$ cat config.mk
export PLATFORM = sky130hd
export DESIGN_NAME = mips_mod_unit
export DESIGN_NICKNAME = d
export VERILOG_FILES = /design/src/rtl/mips_alu_pkg.sv /design/src/rtl/mod_step.sv /design/src/rtl/mips_mod_unit.sv
export SDC_FILE = /design/constraint.sdc
export NUM_CORES = 1
export LEC_CHECK = 0
export BUFFER_PORTS_ARGS = -buffer_cell sky130_fd_sc_hd__buf_2
export CORE_ASPECT_RATIO = 0.8
export CORE_MARGIN = 3
export CORE_UTILIZATION = 59
export DETAILED_ROUTE_END_ITERATION = 8
export GPL_TIMING_DRIVEN = 0
export PLACE_DENSITY = 0.81
export SLEW_MARGIN = 20
export SYNTH_ARGS = -nofsm -noshare
export SYNTH_HDL_FRONTEND = slang
export SYNTH_HIERARCHICAL = 1
export SYNTH_SLANG_ARGS = --single-unit
$ cat constraint.sdc
create_clock -name clk -period 4.05 [get_ports clk]
set_clock_uncertainty 0.1 [all_clocks]
set_input_delay 0.81 -clock clk [delete_from_list [all_inputs] [get_ports clk]]
set_output_delay 0.81 -clock clk [all_outputs]
set_load 0.02 [all_outputs]
$ cat src/rtl/mips_alu_pkg.sv
// Shared MIPS ALU definitions: state encodings, default width and opcodes.
package mips_alu_pkg;

    localparam int MOD_WIDTH = 32;

    localparam logic [3:0] ALU_OP_MOD = 4'b1011;

    typedef enum logic [1:0] {
        IDLE = 2'd0,
        CALC = 2'd1,
        DONE = 2'd2
    } mod_state_t;

endpackage

$ cat src/rtl/mod_step.sv
// One restoring shift-subtract stage of the modulo datapath.
module mod_step #(
    parameter int WIDTH = 32
) (
    input  logic [WIDTH-1:0] r,
    input  logic             qbit,
    input  logic [WIDTH-1:0] d,
    output logic [WIDTH-1:0] r_next
);

    logic [WIDTH-1:0] t;
    logic [WIDTH:0]   t_wide;
    logic             ge;

    // The shifted-out MSB of r makes the trial value WIDTH+1 bits wide.
    assign t      = {r[WIDTH-2:0], qbit};
    assign t_wide = {r[WIDTH-1], t};
    assign ge     = t_wide >= {1'b0, d};
    assign r_next = ge ? (t - d) : t;

endmodule

$ cat src/rtl/mips_mod_unit.sv
// Sequential unsigned modulo unit: one remainder bit per clock.
module mips_mod_unit
    import mips_alu_pkg::*;
#(
    parameter int WIDTH = MOD_WIDTH
) (
    input  logic             clk,
    input  logic             rst_n,
    input  logic             start,
    input  logic [WIDTH-1:0] a,
    input  logic [WIDTH-1:0] b,
    output logic             busy,
    output logic             done,
    output logic [WIDTH-1:0] result,
    output logic             div_zero
);

    localparam int CW = (WIDTH > 2) ? $clog2(WIDTH) : 1;
    localparam logic [CW-1:0] CNT_INIT = CW'(WIDTH - 1);

    mod_state_t       state;
    mod_state_t       nxt;
    logic [WIDTH-1:0] r;
    logic [WIDTH-1:0] q;
    logic [WIDTH-1:0] d;
    logic [CW-1:0]    cnt;
    logic [WIDTH-1:0] r_next;
    logic             b_zero;

    assign b_zero = (b == '0);
    assign busy   = (state != IDLE);
    assign done   = (state == DONE);

    mod_step #(
        .WIDTH (WIDTH)
    ) u_step (
        .r      (r),
        .qbit   (q[WIDTH-1]),
        .d      (d),
        .r_next (r_next)
    );

    always_comb begin
        nxt = state;
        unique case (state)
            IDLE: begin
                if (start) nxt = b_zero ? DONE : CALC;
            end
            CALC: begin
                if (cnt == '0) nxt = DONE;
            end
            DONE: nxt = IDLE;
            default: nxt = IDLE;
        endcase
    end

    always_ff @(posedge clk) begin
        if (!rst_n) begin
            state    <= IDLE;
            r        <= '0;
            q        <= '0;
            d        <= '0;
            cnt      <= '0;
            result   <= '0;
            div_zero <= 1'b0;
        end else begin
            state <= nxt;
            unique case (state)
                IDLE: begin
                    if (start) begin
                        r   <= '0;
                        q   <= a;
                        d   <= b;
                        cnt <= CNT_INIT;
                        // Divide-by-zero: remainder is the dividend.
                        if (b_zero) begin
                            result   <= a;
                            div_zero <= 1'b1;
                        end
                    end
                end
                CALC: begin
                    r   <= r_next;
                    q   <= q << 1;
                    cnt <= cnt - 1'b1;
                    if (cnt == '0) begin
                        result   <= r_next;
                        div_zero <= 1'b0;
                    end
                end
                default: ;
            endcase
        end
    end

endmodule
Word level (Yosys, flattened, before mapping)
Index checks and enable logic that the tools add are counted.

storage, ports and cells
  register bits after elaboration = 136
  bits in latches = 0
  RAM bits = 0
  ROM bits = 0
  input bits = 67
  logic and storage cells = 43
  memories kept = 0

operators by class
  add/subtract/negate cells = 2
  $mul = 0
  divide/modulo/power cells = 0
  order comparisons = 1
  equality and inequality tests = 5
  shift-type cells = 0
  multiplexer cells = 19
  bitwise gates (word level) = 0
  reductions and logical operators = 9

operator list
  operator             count
  $mux 32              6
  $pmux 32 s2          3
  $ge 33x32->1         1
  $logic_not 32->1     1
  $sub 32x32->32       1
  $pmux 5 s2           1
  $mux 2               3
  $ne 2x2->1 const B   3
  $reduce_and 2->1     3
  $logic_not 5->1      1
  $mux 5               1
  $sub 5x1->5 const B  1
  $pmux 2 s2           1
  $reduce_and 4->1     1
  $reduce_bool 2->1    2
  $mux 1               3
  $eq 2x1->1 const B   1
  $eq 2x2->1 const B   1
  $logic_not 2->1      1
  $pmux 1 s2           1

Depth between registers and ports, before layout
Gate-level depths: netlist of the first run.

  depth in word-level cells = 4
  gate-level depth with buffers = 16
  gate-level depth less buffers = 15

Cells and area by module
Netlist of the first run, hierarchy kept.

modules (own cells, without submodules)
  module         times used  cells an instance  area each (um2)
  mips_mod_unit  1           736                6324.8
  mod_step       1           345                2199.6

Least setup slack after synthesis of the first run
OpenSTA, ideal clock, no wires.

  path kind = reg2reg
  start = register q[31]
  end = register result[28]
  setup time = 0.147 ns
  data arrival time = 3.018 ns
  data required time = 3.803 ns
  setup slack = 0.786 ns
  cell stages (with the launch flop) = 16
  buffers on the path = 0
  cell sequence = dfxtp_1 > inv_1 > ha_1 > inv_1 > fa_1 > a21o_1 > a221oi_4 > o2111ai_1 > a31o_1 > a221oi_4 > o221ai_2 > xor2_1 > mux2_2 > and2_1 > o21ai_0 > o221ai_1

between the ends
  longest elaborated chain between the ends = 4

ends and longest elaborated chain
  what                                                   RTL line                        RTL
  start: declaration                                     mips_mod_unit.sv:24             logic [WIDTH-1:0] q;
  start signal: assignment                               mips_mod_unit.sv:84             q <= q << 1;
  $sub 32x32->32 / $ge 33x32->1 (equally long branches)  mod_step.sv:19, mod_step.sv:18
  $mux 32 (*)                                            mod_step.sv:19                  assign r_next = ge ? (t - d) : t;
  via r_next[28]                                         mips_mod_unit.sv:27             logic [WIDTH-1:0] r_next;
  $mux 32 (*)                                            mips_mod_unit.sv:86             if (cnt == '0) begin
  $pmux 32 s2 (*)                                        mips_mod_unit.sv:68             unique case (state)
  end signal: assignment                                 mips_mod_unit.sv:87             result <= r_next;
  end: declaration                                       mips_mod_unit.sv:14             output logic [WIDTH-1:0] result,

Mark *: on every way through the listed nets, which the timed path passes. The rest lies on a longest branch. The select of a mux whose other input is x is not followed.
A chain may end at the register's enable or synchronous reset.

Worst setup path after layout of the first run
  start = register d[4]
  end = register result[27]

between the ends
  longest elaborated chain between the ends = 4

ends and longest elaborated chain
  what                                                   RTL line                        RTL
  start: declaration                                     mips_mod_unit.sv:25             logic [WIDTH-1:0] d;
  start signal: assignment                               mips_mod_unit.sv:62             d <= '0;
  start signal: assignment                               mips_mod_unit.sv:73             d <= b;
  $sub 32x32->32 / $ge 33x32->1 (equally long branches)  mod_step.sv:19, mod_step.sv:18
  $mux 32 (*)                                            mod_step.sv:19
  via r_next[27]                                         mips_mod_unit.sv:27
  $mux 32 (*)                                            mips_mod_unit.sv:86
  $pmux 32 s2 (*)                                        mips_mod_unit.sv:68

Marked as above.

==> key figures, run 1 <==
Setup path
  – Reg2Reg Depth: 15
  – CP Depth: 15
  – Worst path buffer plus inverter count: 3
  – Setup CP Type: reg2reg
  – Worst-path maximum fanout: 10
  – Crit path launch type: flip-flop
  – CP Capture Type: flip-flop
  – Cell family with most CP delay: compound AO/OA/AOI/OAI gates
  – Crit-path most repeated cell: nand2_1
  – Critical path's slowest cell: a211oi_1
  – RR Startpoint: d[4]
  – R2r setup slk: 0.14 ns
  – CP max stage delay: roughly 0.35 ns
  – Critical path arrival: slightly above 4 ns
  – Req. time, crit path: approximately 4.3 ns
  – Worst path cell trace: inv_1 > ha_1 > a21o_1 > a211oi_1 > a21oi_1 > o2111ai_1 > nand2_1 > a21oi_2 > buf_2 > buf_4 > nand2_1 > o31ai_1 > and2_1 > o21ai_0 > o221ai_1
  – Reg2reg end: result[27]

Drt
  – Via count: 8791
  – Wirelength, routed: 26200 microns
  – Via/cell ratio: ~6.3
  – Initial drt markers: about 1k
  – Post-route ant nets: 0
  – Pre-antenna DRT Iters: 6
  – DRC Markers: 0
  – Routed wire length per instance: approximately 19 microns

Timing
  – Crit path time final: 3.91 ns
  – # setup viols final: 0
  – RSZ-0062 raised after global routing: no
  – Headroom to the max-slew limit: roughly two fifths
  – Hold slack final: ~0.35 ns
  – Tightest Pin Transition: 0.911 ns
  – Max-slew violation count: 0
  – Max Freq: 256 MHz
  – Hold Vio Cnt, Final: 0
  – Fin crit share: a little over nine tenths
  – Aggregate negative setup slack: 0 ns

Global routing
  – First-pass GRT wire length: 41200 microns
  – GR Overflow Total: 0
  – Tot GR Track Use: 31.8%
  – Vias in the first global route: just under 8k
  – Antenna violations before repair: 0
  – Largest net degree at the start of global routing: 17

Yosys
  – Syn Inst Count: approximately 1.1k
  – Post-synth EDFFs: 0
  – Synth Flop Type: dfxtp_1
  – Post-Syn Nets: around 1.2k
  – Post-synth ARST share: 0%
  – Cell area after synthesis: roughly 8500 sq um
  – Yosys warnings: 6
  – Yosys reg bits: roughly 140
  – Seq/Total Area, Yosys: a little under a third
  – Synth cell types: between 60 and 70
  – Post-Syn Area per Cell: 7.89 sq um

Die
  – Starting Density: 61.6%
  – Die W: between 100 and 150 microns
  – Core Footprint: ~14000 sq um
  – Die height: 114 microns
  – # IOs: 102
  – FP Rows: 38
  – Die ar.: roughly 16000 sq um

Layout
  – Area grow syn2layout: 16.0%
  – Antenna fix cells: 0
  – Layout cell share with drive strength beyond 1: roughly 17%
  – Commonest non-fill, non-tap cell in the layout: a21oi_1
  – Layout Nets: 1302
  – Fill count: ~1.2k
  – Multi-input logic area: around 5200 sq um
  – Final instance area: between 9000 and 10000 sq um
  – Most frequent cells in the layout: a21oi_1 (188), dfxtp_1 (136), nand2_1 (118), buf_2 (117), o21ai_0 (64)
  – FF+latch area: around 2700 sq um

Worst hold path
  – Hold Path Sink: d[6]
  – Type of the most critical hold path: reg2reg
  – Worst min-delay path startpoint: d[6]
  – Hold path depth: 2

CTS
  – TritonCTS clock tree: yes
  – Clock-pin slew on the worst setup and hold paths: 0.06 ns
  – TritonCTS Buffers: 17
  – CTS Sinks: 136
  – Clk Latency, worst-skew pair: 0.42 ns
  – CTS Buffer Depth: 2
  – CTS H-Tree Depth: 4
  – Root cell of the clock tree: clkbuf_16
  – Post-CTS setup buffer count: 0

Pwr
  – Leakage power: 4.02 nW
  – Pwr Density: a little under 1000 nW/um^2
  – Worst VDD drop: approximately 0.0011 V

Place
  – Post-DP HPWL: a little under 20000 microns
  – GPL Wtd Cong: roughly 0.98
  – IO buf count: a little over 100
  – Dpl cell area: between 9000 and 10000 sq um

Job
  – Maxcap violations: 0

Status
  – Status: finished clean
worst max-delay path by stage:
stage | endpoint | slack [ns] | startpoint
after floorplan | result[28] | 0.79 | q[31]
after global placement | result[28] | 0.33 | q[31]
after detailed placement | result[27] | 0.24 | d[4]
after CTS | result[27] | 0.21 | d[4]
after global routing | result[22] | 0.005 | q[31]
final | result[27] | 0.14 | d[4]
state kept, by name, indices dropped and copies added (netlist names):
name,count
result,32
cnt,5
state,2
r,32
d,32
q,32
div_zero,1
worst reg2reg max path: cells and delay by family, from the launching register on:
kind,cells,cell delay (ns)
buf+inv,3,0.62
fa+ha+maj,1,0.33
flops,1,0.32
simple gates,3,0.53
compound gates,8,1.94
cell families after synthesis:
logic type               count (synthesis)  synth area share (%)
AO/OA/AOI/OAI                          423                  32.2
AND/OR/NAND/NOR                        316                  20.2
buffers and inverters                  137                  6.80
flip-flops                             136                  31.9
adder cells (fa/ha/maj)                 34                  5.08
XOR/XNOR                                28                  2.88
multiplexers                             7                 0.925
where the power goes:
group	switching, mW	leakage (nW)	internal [mW]
combinational	4.00	2.62	2.29
clock	0.639	0.290	1.04
sequential	0.220	1.11	1.59
total	4.86	4.02	4.92
final cells by class:
class / instances / area share [%]
Multi-Input combinational cell: 808 / 52.9
Sequential cell: 136 / 27.5
Timing Repair Buffer: 101 / 5.11
Clock buffer: 18 / 4.34
Buffer: 86 / 3.92
Tap cell: 180 / 2.28
Clock inverter: 14 / 2.00
Inverter: 51 / 1.94
cells in the mapped netlist (5+ instances only):
cell	instances	area (sq um)
a21o_1	7	52.6
a21oi_1	189	946
and2_1	62	388
and4b_1	32	320
buf_2	16	80.1
clkbuf_1	61	229
dfxtp_1	136	2720
ha_1	33	413
inv_1	48	180
nand2_1	118	443
nand2b_1	6	37.5
nand3_1	5	25.0
nand4_1	9	56.3
nor2_1	54	203
nor3_1	5	25.0
nor4_1	5	31.3
nor4_2	5	62.6
o211ai_1	37	278
o21a_1	8	60.1
o21ai_0	64	320
o21ai_1	38	190
o21bai_1	6	45.0
o221ai_2	30	450
o31ai_1	5	37.5
xnor2_1	14	123
xor2_1	14	123
through the flow:
stage                     power (mW)  utilization [%]  setup slack, ns  std cells
after floorplan                 6.22                -            0.786       1081
after global placement          7.72             66.9            0.325       1362
after detailed placement        7.79             66.9            0.237       1362
after CTS                       9.51             71.4            0.214       1394
after global routing            10.4             71.5          0.00473       1394
final                           9.78             71.5            0.136       1394
timing repair:
item	CTS	global route
setup endpoints to repair	0	3
hold endpoints to repair	0	0
gates resized for setup	0	1
hold buffers	0	0
metal layers:
metal	vias to the layer above	part of all wire (%)	track usage, %
met2	460	44	49.3
met3	67	9.2	5.74
li1	4163	-	-
met4	0	2.9	12.0
met1	4101	44	44.6
met5	-	0	0
(Power assumes the default switching activity.)
==> inputs of run 2 (changes only) <==
--- a/config.mk
+++ b/config.mk
@@ -8,10 +8,10 @@
 export BUFFER_PORTS_ARGS = -buffer_cell sky130_fd_sc_hd__buf_2
 export CORE_ASPECT_RATIO = 0.8
 export CORE_MARGIN = 3
-export CORE_UTILIZATION = 59
+export CORE_UTILIZATION = 54
 export DETAILED_ROUTE_END_ITERATION = 8
 export GPL_TIMING_DRIVEN = 0
-export PLACE_DENSITY = 0.81
+export PLACE_DENSITY = 0.78
 export SLEW_MARGIN = 20
 export SYNTH_ARGS = -nofsm -noshare
 export SYNTH_HDL_FRONTEND = slang
==> constraint.sdc (replaced) <==
create_clock -name clk -period 3.2 [get_ports clk]
set_clock_uncertainty 0.1 [all_clocks]
set_input_delay 0.64 -clock clk [delete_from_list [all_inputs] [get_ports clk]]
set_output_delay 0.64 -clock clk [all_outputs]
set_load 0.02 [all_outputs]
==> key figures, run 2 (synthesis gave the netlist of run 1 again) <==
Setup path
  – Worst-path maximum fanout: 2 (was 10)
  – Crit-path most repeated cell: a221oi_4 (was nand2_1)
  – Worst path cell trace: inv_4 > ha_4 > inv_2 > fa_2 > a21o_1 > a221oi_4 > o2111ai_2 > a31o_1 > a221oi_4 > o221ai_2 > xor2_1 > mux2_4 > and4b_1 > a21oi_1 > o221ai_1 (was inv_1 > ha_1 > a21o_1 > a211oi_1 > a21oi_1 > o2111ai_1 > nand2_1 > a21oi_2 > buf_2 > buf_4 > nand2_1 > o31ai_1 > and2_1 > o21ai_0 > o221ai_1)
  – CP max stage delay: 0.36 ns (was 0.35 ns)
  – CP Capture Type: flip-flop (unchanged)
  – Critical path arrival: 3.66 ns (was 4.14 ns)
  – Critical path's slowest cell: dfxtp_4 (was a211oi_1)
  – Reg2Reg Depth: 15 (unchanged)
  – Crit path launch type: flip-flop (unchanged)
  – Req. time, crit path: 3.38 ns (was 4.28 ns)
  – Setup CP Type: reg2reg (unchanged)

Die
  – Die height: 118 microns (was 114 microns)
  – Die W: 146 microns (was 140 microns)
  – FP Rows: 40 (was 38)
  – Starting Density: 56.0% (was 61.6%)
  – # IOs: 102 (unchanged)
  – Die ar.: 17300 sq um (was 15900 sq um)
  – Core Footprint: 15200 sq um (was 13800 sq um)

Layout
  – Area grow syn2layout: 23.7% (was 16.0%)
  – Final Non-Filler Cells: 1436 (was 1394)
  – Commonest non-fill, non-tap cell in the layout: a21oi_1 (unchanged)
  – Most frequent cells in the layout: a21oi_1 (174), dfxtp_1 (134), nand2_1 (117), buf_2 (116), o21ai_0 (54) (was a21oi_1 (188), dfxtp_1 (136), nand2_1 (118), buf_2 (117), o21ai_0 (64))
  – Antenna fix cells: 0 (unchanged)
  – Layout cell share with drive strength beyond 1: 24.4% (was 16.8%)
  – Layout Nets: 1314 (was 1302)
  – Post-layout util: 69.3% (was 71.5%)

Global routing
  – Vias in the first global route: 8248 (was 7943)
  – GR Overflow Total: 0 (unchanged)
  – Largest net degree at the start of global routing: 17 (unchanged)
  – First-pass GRT wire length: 42700 microns (was 41200 microns)
  – Global Route met1 Usage: 42.6% (was 44.6%)
  – Antenna violations before repair: 0 (unchanged)
  – Gr busiest metal: met2 (unchanged)
  – Tot GR Track Use: 30.3% (was 31.8%)
  – Met2 Track Usage GR: 46.0% (was 49.3%)
  – Met3 usage: 5.79% (was 5.74%)

Status
  – Failing checks: negative setup slack
  – Status: complete, but fails checks (was finished clean)

Timing
  – Tightest Pin Transition: 0.980 ns (was 0.911 ns)
  – Worst Setup Slack, final: -0.284 ns (was 0.136 ns)
  – Hold Vio Cnt, Final: 0 (unchanged)
  – Headroom to the max-slew limit: 34.5% (was 39.1%)
  – RSZ-0062 raised after global routing: yes (was no)
  – Fin crit share: 109% (was 96.6%)
  – Max-slew violation count: 0 (unchanged)
  – Crit path time final: 3.48 ns (was 3.91 ns)
  – Max Freq: 287 MHz (was 256 MHz)
  – # setup viols final: 14 (was 0)

Drt
  – Via count: 8886 (was 8791)
  – Wirelength, routed: 27200 microns (was 26200 microns)
  – Pre-antenna DRT Iters: 6 (unchanged)
  – DRC Markers: 0 (unchanged)
  – Post-route ant nets: 0 (unchanged)
  – Initial drt markers: 927 (was 1017)
  – Routed wire length per instance: 19.0 microns (was 18.8 microns)
  – Via/cell ratio: 6.19 (was 6.31)

Job
  – Maxcap violations: 0 (unchanged)

Pwr
  – Leakage power: 4.24 nW (was 4.02 nW)
  – Worst VDD drop: 0.00137 V (was 0.00110 V)
  – Total power: 15.0 mW (was 9.78 mW)
  – Pwr Density: 1420 nW/um^2 (was 989 nW/um^2)

CTS
  – TritonCTS Buffers: 17 (unchanged)
  – Clock-pin slew on the worst setup and hold paths: 0.06 ns (about the same)
  – Clk Latency, worst-skew pair: 0.44 ns (was 0.42 ns)
  – TritonCTS clock tree: yes (unchanged)
  – CTS Sinks: 136 (unchanged)
  – # hold bufs at CTS: 0 (unchanged)
  – CTS Buffer Depth: 2 (unchanged)
  – Root cell of the clock tree: clkbuf_16 (unchanged)
  – CTS H-Tree Depth: 4 (unchanged)

Place
  – DP Cell Count: 1392 (was 1362)
  – Post-DP HPWL: 20000 microns (was 19600 microns)
  – Pre-CTS WS: -0.583 ns (was 0.237 ns)
  – GPL Wtd Cong: 0.962 (was 0.980)
  – IO buf count: 101 (unchanged)

Worst hold path
  – Hold path depth: 2 (unchanged)
  – Type of the most critical hold path: reg2reg (unchanged)
==> run 2: cell count changes in the layout (fill, tap and decap cells not counted), sizes merged <==
cell      previous run  this run
clkinv               2         4
clkinvlp             5         4
clkbuf              79        71
buf                126       148
inv                 54        51
==> run 2: critical path, delay by kind of cell (launching register included) <==
family	cells	cell delay (ns)
xor+xnor	1	0.15
buf+inv	2	0.08
mux	1	0.29
fa+ha+maj	2	0.46
compound gates	8	1.67
flops	1	0.36
simple gates	1	0.18
==> run 2: area by class of cell <==
type	instances	area, sq um
multi-input combinational	808	5660
fill	1295	4670
sequential	136	2730
timing repair buffer	122	687
clock buffer	20	457
buffer	77	387
tap	210	263
inverter	51	194
clock inverter	12	174
==> run 2: path summary, 6_finish.rpt <==
check	from	end	slack, ns
setup / recovery	q[31]	result[28]	-0.28
hold / removal	d[9]	d[9]	0.35
hold reg to reg	d[9]	d[9]	0.35
setup reg to reg	q[31]	result[28]	-0.28
==> run 2: through the flow <==
step / hold slack (ns) / instance area, sq um / setup TNS (ns)
final: 0.354 / 10500 / -2.13
after global routing: 0.362 / 10500 / -4.54
after CTS: 0.353 / 10300 / -1.71
after detailed placement: 0.347 / 9300 / -22.29
after global placement: 0.345 / 9300 / -18.60
after floorplan: 0.336 / 8530 / -0.0331
==> run 2: routing by layer <==
layer	vias to the layer above	part of all wire [%]
li1	4187	-
met1	4180	44
met2	439	44
met3	80	9.0
met4	0	3.5
met5	-	0
==> run 2: timing repair <==
action / 4_1_cts / 5_1_grt
pin swaps: 30 / 18
resized for setup: 68 / 54
hold endpoints to repair: 0 / 0
setup endpoints to repair: 63 / 63
setup buffers: 15 / 7
==> run 2: report_power, final <==
| part | internal (mW) | switching [mW] |
|---|---|---|
| Combinational | 4.58 | 5.97 |
| Sequential | 2.02 | 0.317 |
| Clock | 1.34 | 0.791 |
| Total | 7.94 | 7.08 |
==> inputs of run 3 (changes only) <==
==> constraint.sdc (replaced) <==
create_clock -name clk -period 3.2 [get_ports clk]
set_clock_uncertainty 0.1 [all_clocks]
set_input_delay 0.16 -clock clk [delete_from_list [all_inputs] [get_ports clk]]
set_output_delay 0.16 -clock clk [all_outputs]
set_load 0.02 [all_outputs]
==> key figures, run 3 (synthesis gave the netlist of run 1 again) <==
Drt
  – Post-route ant nets: 0 (unchanged)
  – Routed wire length per instance: 19.0 microns (about the same)
  – DRC Markers: 0 (unchanged)
  – Wirelength, routed: 28000 microns (was 27200 microns)
  – Via/cell ratio: 6.19 (about the same)
  – Via count: 9105 (was 8886)
  – Pre-antenna DRT Iters: 5 (was 6)
  – Initial drt markers: 974 (was 927)

Die
  – Die height: 118 microns (unchanged)
  – Die ar.: 17300 sq um (unchanged)
  – FP Rows: 40 (unchanged)
  – # IOs: 102 (unchanged)
  – Core Footprint: 15200 sq um (unchanged)
  – Die W: 146 microns (unchanged)
  – Starting Density: 56.0% (unchanged)

Timing
  – RSZ-0062 raised after global routing: yes (unchanged)
  – Fin crit share: 109% (about the same)
  – Worst Setup Slack, final: -0.295 ns (was -0.284 ns)
  – Hold Vio Cnt, Final: 0 (unchanged)
  – Max-slew violation count: 0 (unchanged)
  – Max Freq: 286 MHz (was 287 MHz)
  – Aggregate negative setup slack: -2.23 ns (was -2.13 ns)
  – Crit path time final: 3.49 ns (was 3.48 ns)
  – # setup viols final: 14 (unchanged)
  – Headroom to the max-slew limit: 34.2% (was 34.5%)
  – Tightest Pin Transition: 0.985 ns (was 0.980 ns)

Setup path
  – CP max stage delay: 0.37 ns (was 0.36 ns)
  – CP Capture Type: flip-flop (unchanged)
  – Worst path buffer plus inverter count: 2 (unchanged)
  – Cell family with most CP delay: compound AO/OA/AOI/OAI gates (unchanged)
  – Worst-path maximum fanout: 2 (unchanged)
  – Req. time, crit path: 3.38 ns (about the same)
  – Crit path launch type: flip-flop (unchanged)
  – Crit-path most repeated cell: a221oi_4 (unchanged)
  – RR Startpoint: q[31] (unchanged)
  – Worst path cell trace: inv_4 > ha_4 > inv_2 > fa_2 > a21o_1 > a221oi_4 > o2111ai_2 > a31o_1 > a221oi_4 > o221ai_2 > xor2_1 > mux2_4 > and4b_1 > a21oi_1 > o221ai_1 (unchanged)
  – Critical path's slowest cell: dfxtp_4 (unchanged)
  – Reg2Reg Depth: 15 (unchanged)
  – Setup CP Type: reg2reg (unchanged)
  – Critical path arrival: 3.67 ns (was 3.66 ns)
  – Reg2reg end: result[28] (unchanged)
  – R2r setup slk: -0.29 ns (was -0.28 ns)

Global routing
  – Tot GR Track Use: 30.9% (was 30.3%)
  – GR Overflow Total: 0 (unchanged)
  – Vias in the first global route: 8496 (was 8248)
  – Largest net degree at the start of global routing: 17 (unchanged)
  – First-pass GRT wire length: 43600 microns (was 42700 microns)
  – Antenna violations before repair: 0 (unchanged)

Layout
  – Layout Nets: 1348 (was 1314)
  – Post-layout util: 71.5% (was 69.3%)
  – Fill count: 1261 (was 1295)
  – Most frequent cells in the layout: a21oi_1 (173), dfxtp_1 (134), nand2_1 (117), buf_2 (116) (was a21oi_1 (174), dfxtp_1 (134), nand2_1 (117), buf_2 (116), o21ai_0 (54))
  – Commonest non-fill, non-tap cell in the layout: a21oi_1 (unchanged)
  – Area grow syn2layout: 27.6% (was 23.7%)
  – Antenna fix cells: 0 (unchanged)
  – Layout cell share with drive strength beyond 1: 24.0% (was 24.4%)
  – Final Non-Filler Cells: 1470 (was 1436)
  – FF+latch area: 2730 sq um (unchanged)
  – Multi-input logic area: 5660 sq um (about the same)
  – Final instance area: 10900 sq um (was 10500 sq um)

Worst hold path
  – Hold path depth: 3 (was 2)
  – Worst min-delay path startpoint: a[31] (was d[9])
  – Type of the most critical hold path: in2reg (was reg2reg)
  – Hold Path Sink: q[31] (was d[9])

CTS
  – CTS Sinks: 136 (unchanged)
  – Clk Latency, worst-skew pair: 0.43 ns (was 0.44 ns)
  – CTS Buffer Depth: 2 (unchanged)
  – TritonCTS clock tree: yes (unchanged)
  – Clock-pin slew on the worst setup and hold paths: 0.06 ns (about the same)
  – TritonCTS Buffers: 17 (unchanged)
  – CTS H-Tree Depth: 4 (unchanged)
  – Root cell of the clock tree: clkbuf_16 (unchanged)

Pwr
  – Worst VDD drop: 0.00138 V (was 0.00137 V)
  – Leakage power: 4.37 nW (was 4.24 nW)
  – Pwr Density: 1380 nW/um^2 (was 1420 nW/um^2)

Place
  – IO buf count: 101 (unchanged)
  – Dpl cell area: 9300 sq um (unchanged)
  – GPL Wtd Cong: 0.962 (unchanged)
  – Post-DP HPWL: 20000 microns (unchanged)
  – DP Cell Count: 1392 (unchanged)

Status
  – Failing checks: negative setup slack (unchanged)
  – Status: complete, but fails checks (unchanged)

Job
  – Maxcap violations: 0 (unchanged)
[run 3: changes by cell type in the layout (fill, tap and decap cells not counted), moves of 2 or more]
| cell | before | now |
|---|---|---|
| ha_1 | 21 | 17 |
| dlygate4sd3_1 | 0 | 34 |
| nor2_2 | 4 | 2 |
| buf_4 | 18 | 20 |
| ha_2 | 4 | 8 |
[run 3: per-layer routing]
metal  GRT usage, %  up-vias  share of wire [%]  routed length, microns
met4           11.9        0                3.5                     985
li1               -     4263                  -                       -
met5              0        -                  0                       0
met1           42.9     4306                 44                   12300
met3           5.60       82                8.3                    2320
met2           47.7      454                 44                   12300
[run 3: layout make-up]
cell class              count  share of cell area (%)
inverters                  51                    1.78
clock buffers              20                    4.20
flip-flops and latches    136                    25.1
clock inverters            12                    1.60
well taps                 210                    2.42
plain buffers              77                    3.48
multi-input cells         808                    52.0
repair buffers            156                    9.44
[run 3: worst min-delay path, cell delays in order]
cell and delay (ns):
buf_2 0.10, o22a_1 0.13, o221a_1 0.16
[run 3: worst max-delay path by stage]
| stage | start | slack, ns | endpoint | depth (start not counted) |
|---|---|---|---|---|
| global placement | d[4] | -0.52 | result[30] | 13 |
| finish | q[31] | -0.29 | result[28] | 15 |
| detailed placement | d[4] | -0.58 | result[30] | 13 |
| CTS | q[31] | -0.29 | result[28] | 15 |
| floorplan | q[31] | -0.03 | result[28] | 15 |
| global route | q[31] | -0.38 | result[28] | 15 |
[run 3: stage by stage]
stage	setup WS, ns	hold slack, ns	power (mW)
4_1_cts	-0.292	0.0390	13.8
3_5_place_dp	-0.583	0.322	9.90
3_3_place_gp	-0.517	0.316	9.82
5_1_grt	-0.381	0.0525	15.8
6_report	-0.295	0.0509	15.0
2_1_floorplan	-0.0331	0.196	7.89
[run 3: repair_timing]
item | CTS | global route
endpoints found under the setup margin | 63 | 63
endpoints found under the hold margin | 34 | 0
gates resized for setup | 68 | 55
hold buffers | 34 | 0
buffers inserted | 15 | 7
pin swaps | 30 | 18
[run 3: power breakdown]
part / internal (mW) / leakage (nW) / switching, mW
sequential: 2.02 / 1.11 / 0.320
clock: 1.34 / 0.298 / 0.789
combinational: 4.53 / 2.96 / 5.98
